File: src/rtl/reg_dump_pkg.sv
// Shared constants, FSM state type and helpers for the register dump block.
package reg_dump_pkg;

  // Architectural register width and register-file geometry
  localparam int WORD          = 64;
  localparam int NUM_ARCH_REGS = 32;
  localparam int REG_AW        = 5;
  localparam int CNT_W         = 6;

  // Dump sequencer states
  typedef enum logic [1:0] {
    ST_IDLE = 2'd0,
    ST_READ = 2'd1,
    ST_SEND = 2'd2,
    ST_FIN  = 2'd3
  } dump_state_e;

  // Number of entries in an inclusive, wrapping index range first..last
  function automatic logic [CNT_W-1:0] entry_count(
    input logic [REG_AW-1:0] first_idx,
    input logic [REG_AW-1:0] last_idx
  );
    logic [REG_AW-1:0] span;
    span = last_idx - first_idx;
    return {1'b0, span} + 6'd1;
  endfunction

endpackage

File: src/rtl/reg_dump.sv
// Register dump sequencer: walks a wrapping index range of an external
// register file and streams (index, value) pairs over a valid/ready port.
module reg_dump
  import reg_dump_pkg::*;
#(
  parameter int NUM_REGS = NUM_ARCH_REGS,
  parameter int DW       = WORD
) (
  input  logic              clk,
  input  logic              rst_n,
  input  logic              start,
  input  logic              abort,
  input  logic [REG_AW-1:0] first_reg,
  input  logic [REG_AW-1:0] last_reg,
  output logic [REG_AW-1:0] r_reg,
  input  logic [DW-1:0]     r_data,
  output logic              out_valid,
  input  logic              out_ready,
  output logic [REG_AW-1:0] out_idx,
  output logic [DW-1:0]     out_data,
  output logic              busy,
  output logic              done
);

  // Highest index before the address counter wraps back to zero
  localparam logic [REG_AW-1:0] LAST_IDX = REG_AW'(NUM_REGS - 1);

  dump_state_e       state_q, state_d;
  logic [REG_AW-1:0] addr_q, addr_d;
  logic [CNT_W-1:0]  rem_q, rem_d;
  logic [REG_AW-1:0] out_idx_q, out_idx_d;
  logic [DW-1:0]     out_data_q, out_data_d;
  logic              out_valid_q, out_valid_d;
  logic              busy_q, busy_d;
  logic              done_q, done_d;
  logic              xfer_s;
  logic [REG_AW-1:0] addr_next_s;

  // Handshake completion and wrapping address increment
  always_comb begin
    xfer_s = out_valid_q & out_ready;
    if (addr_q == LAST_IDX) begin
      addr_next_s = 5'd0;
    end else begin
      addr_next_s = addr_q + 5'd1;
    end
  end

  // Next-state, datapath and registered-output decode for the dump FSM
  always_comb begin
    state_d    = state_q;
    addr_d     = addr_q;
    rem_d      = rem_q;
    out_idx_d  = out_idx_q;
    out_data_d = out_data_q;

    case (state_q)
      ST_IDLE: begin
        if (start) begin
          state_d = ST_READ;
          addr_d  = first_reg;
          rem_d   = entry_count(first_reg, last_reg);
        end else begin
          state_d = ST_IDLE;
        end
      end

      ST_READ: begin
        // Read port is combinational, so the value is valid this cycle
        out_idx_d  = addr_q;
        out_data_d = r_data;
        if (abort) begin
          state_d = ST_FIN;
        end else begin
          state_d = ST_SEND;
        end
      end

      ST_SEND: begin
        // An entry accepted on the abort edge still counts as delivered
        if (xfer_s) begin
          rem_d = rem_q - 6'd1;
        end else begin
          rem_d = rem_q;
        end

        if (abort) begin
          state_d = ST_FIN;
        end else if (xfer_s) begin
          if (rem_q == 6'd1) begin
            state_d = ST_FIN;
          end else begin
            addr_d  = addr_next_s;
            state_d = ST_READ;
          end
        end else begin
          state_d = ST_SEND;
        end
      end

      ST_FIN: begin
        state_d = ST_IDLE;
      end

      default: begin
        state_d = ST_IDLE;
      end
    endcase

    // Status outputs are registered copies of the upcoming state
    out_valid_d = (state_d == ST_SEND);
    busy_d      = (state_d != ST_IDLE);
    done_d      = (state_d == ST_FIN);
  end

  // State and output registers with synchronous active-low reset
  always_ff @(posedge clk) begin
    if (!rst_n) begin
      state_q     <= ST_IDLE;
      addr_q      <= 5'd0;
      rem_q       <= 6'd0;
      out_idx_q   <= 5'd0;
      out_data_q  <= '0;
      out_valid_q <= 1'b0;
      busy_q      <= 1'b0;
      done_q      <= 1'b0;
    end else begin
      state_q     <= state_d;
      addr_q      <= addr_d;
      rem_q       <= rem_d;
      out_idx_q   <= out_idx_d;
      out_data_q  <= out_data_d;
      out_valid_q <= out_valid_d;
      busy_q      <= busy_d;
      done_q      <= done_d;
    end
  end

  assign r_reg     = addr_q;
  assign out_valid = out_valid_q;
  assign out_idx   = out_idx_q;
  assign out_data  = out_data_q;
  assign busy      = busy_q;
  assign done      = done_q;

endmodule

File: config.mk
export PLATFORM = sky130hd
export DESIGN_NAME = reg_dump
export DESIGN_NICKNAME = d
export VERILOG_FILES = /design/src/rtl/reg_dump_pkg.sv /design/src/rtl/reg_dump.sv
export SDC_FILE = /design/constraint.sdc
export NUM_CORES = 1
export LEC_CHECK = 0
export CAP_MARGIN = 20
export CORE_MARGIN = 4
export CORE_UTILIZATION = 42
export DETAILED_ROUTE_END_ITERATION = 12
export HOLD_SLACK_MARGIN = 0.08
export PLACE_DENSITY = 0.8
export SKIP_LAST_GASP = 1
export SLEW_MARGIN = 15
export SYNTH_ARGS = -nofsm -noshare
export SYNTH_HDL_FRONTEND = slang
export SYNTH_SLANG_ARGS = --single-unit
File: constraint.sdc
create_clock -name clk -period 2.2 [get_ports clk]
set_clock_uncertainty 0.15 [all_clocks]
set_input_delay 0.33 -clock clk [delete_from_list [all_inputs] [get_ports clk]]
set_output_delay 0.33 -clock clk [all_outputs]
set_load 0.1 [all_outputs]
# [After elaboration in Yosys (flattened, before gate mapping)]
# Cells that the tools add are included.
[totals] reg_bits=85 latch_bits=0 ramBits=0 mem_bits_ro=0 input_bits=79 mem_count=0
[op_classes] add_sub_neg=4 multipliers=0 n_div=0 n_lt_le_gt_ge=0 n_eq_ne=11 n_shift=0 n_mux=15 bitwise_logic=1 n_reduce_logical=5
[op_table] cell="$mux 5" count=5
[op_table] cell="$mux 6" count=2
[op_table] cell="$pmux 6 s2" count=1
[op_table] cell="$pmux 5 s2" count=1
[op_table] cell="$eq 2x2->1 const B" count=4
[op_table] cell="$ne 2x2->1 const B" count=4
[op_table] cell="$pmux 2 s4" count=1
[op_table] cell="$add 5x1->6 const B" count=1
[op_table] cell="$eq 6x1->1 const B" count=1
[op_table] cell="$mux 2" count=3
[op_table] cell="$sub 6x1->6 const B" count=1
[op_table] cell="$add 5x1->5 const B" count=1
[op_table] cell="$eq 5x5->1 const B" count=1
[op_table] cell="$reduce_and 5->1" count=1
[op_table] cell="$sub 5x5->5" count=1
[op_table] cell="$reduce_bool 2->1" count=2
[op_table] cell="$reduce_and 3->1" count=1
[op_table] cell="$eq 2x1->1 const B" count=1
[op_table] cell="$logic_not 2->1" count=1
[op_table] cell="$mux 1" count=2
[op_table] cell="$and 1x1->1" count=1

# [Longest topological paths before layout]
[logic_depth] depth_word=6 ltp_mapped=9

# [Worst setup path after synthesis]
# Ideal clock, no wire load.
[synth_timing] kind="register to register" from="reg addr_q[0], in the netlist r_reg[0]" to="reg addr_q[3], in the netlist r_reg[3]" arrival_time_ns=2.029 required_ns=1.918 slack_ns=-0.111 stages_incl_launch_ff=7 n_path_buf=0 period_less_slack_ns=2.311 cell_sequence="dfxtp_1 ha_1 and3_1 ha_1 nor2_1 a221oi_2 nor3_2"
[synth_via] elab_chain_cells=6
[synth_lines] item="from (decl)" line_no="reg_dump.sv:29" rtl="logic [REG_AW-1:0] addr_q, addr_d;"
[synth_lines] item="from (signal assigned)" line_no="reg_dump.sv:129" rtl="addr_q <= addr_d;"
[synth_lines] item="$add 5x1->5 / $eq 5x5->1 (equally long branches)" line_no="reg_dump.sv:45, reg_dump.sv:42"
[synth_lines] item="$mux 5 (*)" line_no="reg_dump.sv:42" rtl="if (addr_q == LAST_IDX) begin"
[synth_lines] item="$mux 5 (*)" line_no="reg_dump.sv:90" rtl="if (rem_q == 6'd1) begin"
[synth_lines] item="$mux 5 (*)" line_no="reg_dump.sv:89" rtl="end else if (xfer_s) begin"
[synth_lines] item="$mux 5 (*)" line_no="reg_dump.sv:87" rtl="if (abort) begin"
[synth_lines] item="$pmux 5 s2 (*)" line_no="reg_dump.sv:57" rtl="case (state_q)"
# Every way passes the cells marked *; elsewhere a longest branch is shown, timed or not. The select of a mux whose other input is x is not followed.
# A chain may end at the register's enable or synchronous reset.

# [Worst setup path in the final report]
[layout_timing] from="in first_reg[0]" to="reg rem_q[4]"
[layout_via] elab_chain_cells=4
[layout_lines] item="from (decl)" line_no="reg_dump.sv:13" rtl="input logic [REG_AW-1:0] first_reg,"
[layout_lines] item="$sub 5x5->5" line_no="reg_dump_pkg.sv:24" rtl="span = last_idx - first_idx;"
[layout_lines] item="$add 5x1->6" line_no="reg_dump_pkg.sv:25" rtl="return {1'b0, span} + 6'd1;"
[layout_lines] item="$mux 6" line_no="reg_dump.sv:59" rtl="if (start) begin"
[layout_lines] item="$pmux 6 s2" line_no="reg_dump.sv:57"
[layout_lines] item="to (signal assigned)" line_no="reg_dump.sv:130" rtl="rem_q <= rem_d;"
[layout_lines] item="to (decl)" line_no="reg_dump.sv:30" rtl="logic [CNT_W-1:0] rem_q, rem_d;"
# Every way passes these cells. The select of a mux whose other input is x is not followed.

==> flow_summary.toml <==
[yosys]
yosys.area.top_type = "dfxtp_1"
ys.flop_type = "dfxtp_1"
synth_seq_cells = 85
seq_area_frac_synth_pct = 48.26
syn_inst = 435
synth-edff-count = 0
ys_warn_count = 0
netlist_area_um2 = 3526
syn-num-nets = 524
synth_top_cell_area_share_pct = 48.26
synth_cell_types = 44
ys_async_sr_fraction_pct = 0
synth_area_leaders = "dfxtp_1 48%, nand2_1 16%, a21oi_1 11%, ha_1 3.2%, buf_2 2.0%"
postSynthAreaPerCell_um2 = 8.105

[floorplan]
top_level_ports = 156
die_y_um = 99.63
die-area_um2 = 9925
rows = 33
start_util_pct = 43.13
fp.dieW_um = 99.63
core_um2 = 8175

[placed_design]
portBuffers = 155
placed_cell_area_um2 = 5020
dpl.hpwl_um = 7036
globalplace.congestion = 0.8100

[drt]
num_vias = 3384
viasPerCell = 4.869
drc = 0
drt.antenna.violating_nets = 0
wire_per_inst_um = 13.79
wl_um = 9583
first_pass_iters = 6
drtIter0Drc = 103

[clocking]
clk_latency_ps = 340
cts_buffers = 9
clk_pin_slew_worst_paths_ps = 80
postCtsHoldBufs = 0
clockBufferDepth = 2
root_buffer = "clkbuf_8"
cts_tree = "yes"
cts_max_level = 3
post_cts_buffers = 0
cts_resized = 0
cts.sinks = 85

[critical_path]
rr_endpoint = "r_reg[2]"
crit_path_start_kind = "input port"
critPathArrivalTime_ps = 2190
r2r_cells = 7
cp_max_fo = 2
worst_ep_required_time_ps = 2280
rrSetupSlack_ps = 400
rr_startpoint = "r_reg[0]"
critPathKind = "input port to register"
cp-end-kind = "register"

[min_path]
holdCritStartpoint = "out_data[12]"
hold_depth = 2
min_path_type = "register to register"
min_delay_worst_endpoint = "out_data[12]"

[final_layout]
antennaDiodeCount = 0
largest_reg_flops = 64
multiInputGateArea_um2 = 1652
drive_above_1_share_pct = 20.85
regArea_um2 = 1704
finalNetCount = 674
fin_area_um2 = 5239
area_growth_pct = 48.58
fillCellCount = 706

[sta]
relSlewSlack_pct = 74.25
slew_viol_final = 0
tightest_slew_ps = 381.4
period_minus_slack_ps = 2106
setup_viol = 0
rsz0062_at_grt = "no"
period_share_pct = 95.72
hold_viol = 0
max_freq_mhz = 474.9

[flow_run]
cap_violations = 0

[global_routing]
grt_max_degree = 55
grt_pass1_vias = 3171
antenna_found_initial = 0
grt_pass1_wl_um = 15150
overflow = 0
grt_util_all_layers_pct = 18.72

[pwr]
finalPower_mw = 4.769
p_per_area_nw_per_um2 = 910.2
irDropWorstVdd_mv = 0.4853
power_leakage_nw = 2.178

[outcome]
status = "finished clean"
## placed cells by master, fill, tap and decap left out, types with 6 or more instances in the layout
cell               n
a21oi_1           77
buf_4             84
clkbuf_8           9
clkdlybuf4s50_1   78
dfxtp_1           83
ha_1               9
inv_1             11
nand2_1          149
nor2_1             8
o21ai_0            6
## cell usage after synthesis, types with 3 or more instances
| cell | instances |
|---|---|
| xnor2_1 | 5 |
| nor2_1 | 8 |
| nand2b_1 | 4 |
| nor3_1 | 4 |
| nor2b_1 | 4 |
| nand2_1 | 149 |
| nand3b_1 | 3 |
| ha_1 | 9 |
| nand3_1 | 3 |
| buf_2 | 14 |
| clkbuf_1 | 9 |
| nor3_2 | 4 |
| inv_1 | 11 |
| o21ai_0 | 6 |
| a21oi_1 | 78 |
| and3_1 | 3 |
| dfxtp_1 | 85 |
## critical path, cell delays in order
cell             delay, ps
clkdlybuf4s50_1        480
ha_1                   160
inv_1                   50
fa_1                   410
a21o_1                 210
a21oi_2                140
xnor2_1                160
xnor2_1                150
o22ai_1                100
## report_power, final
part,switching [mW],total [mW],internal [mW],leakage (nW)
logic,1.29,1.80,0.509,1.38
registers,0.101,1.78,1.68,0.696
clock network,0.550,1.19,0.645,0.100
## per-layer routing
layer  up-vias  wire [um]  part of all wire (%)  GRT usage (%)
li1       1727          -                     -              -
met1      1540       4046                    42          22.68
met2       106       4775                    50          32.28
met3        11        592                   6.2          4.067
met4         0        168                   1.8          7.353
met5         -          0                     0              0
## cell families (layout without fill, tap and decap cells)
logic type / after synthesis / in the layout / share of synthesized area (%)
AO/OA/AOI/OAI: 102 / 102 / 16.79
XOR/XNOR: 7 / 7 / 1.739
adder cells (fa/ha/maj): 10 / 10 / 3.762
buffers and inverters: 39 / 194 / 5.287
flip-flops: 85 / 85 / 48.26
multiplexers: 3 / 3 / 0.8872
AND/OR/NAND/NOR: 189 / 189 / 23.28
## layout make-up
cell class / count / area share (%)
well taps: 105 / 2.508
flip-flops and latches: 85 / 32.53
clock inverters: 5 / 1.600
clock buffers: 11 / 2.508
multi-input cells: 311 / 31.53
inverters: 12 / 0.8598
repair buffers: 166 / 28.47
## worst max path at each step
stage          depth (start not counted)       end          from  slack [ps]
3_5_place_dp                           9  rem_q[4]  first_reg[0]        -310
5_1_grt                                9  rem_q[4]  first_reg[0]          20
4_1_cts                                9  rem_q[4]  first_reg[0]          70
3_3_place_gp                           9  rem_q[4]  first_reg[0]        -230
2_1_floorplan                          5  rem_q[4]     out_valid          10
6_report                               9  rem_q[4]  first_reg[0]          90
## stage by stage
stage          TNS (ps)  setup slack [ps]  utilization (%)  hold slack, ps  cells
2_1_floorplan         0             10.27                -           291.6    435
3_3_place_gp     -799.6            -232.9            61.40           292.5    679
3_5_place_dp      -1174            -312.7            61.40           297.0    679
4_1_cts               0             65.58            64.03           308.3    695
5_1_grt               0             21.21            64.08           328.3    695
6_report              0             94.19            64.08           307.0    695
No activity file was read; power rests on OpenSTA's default activity.
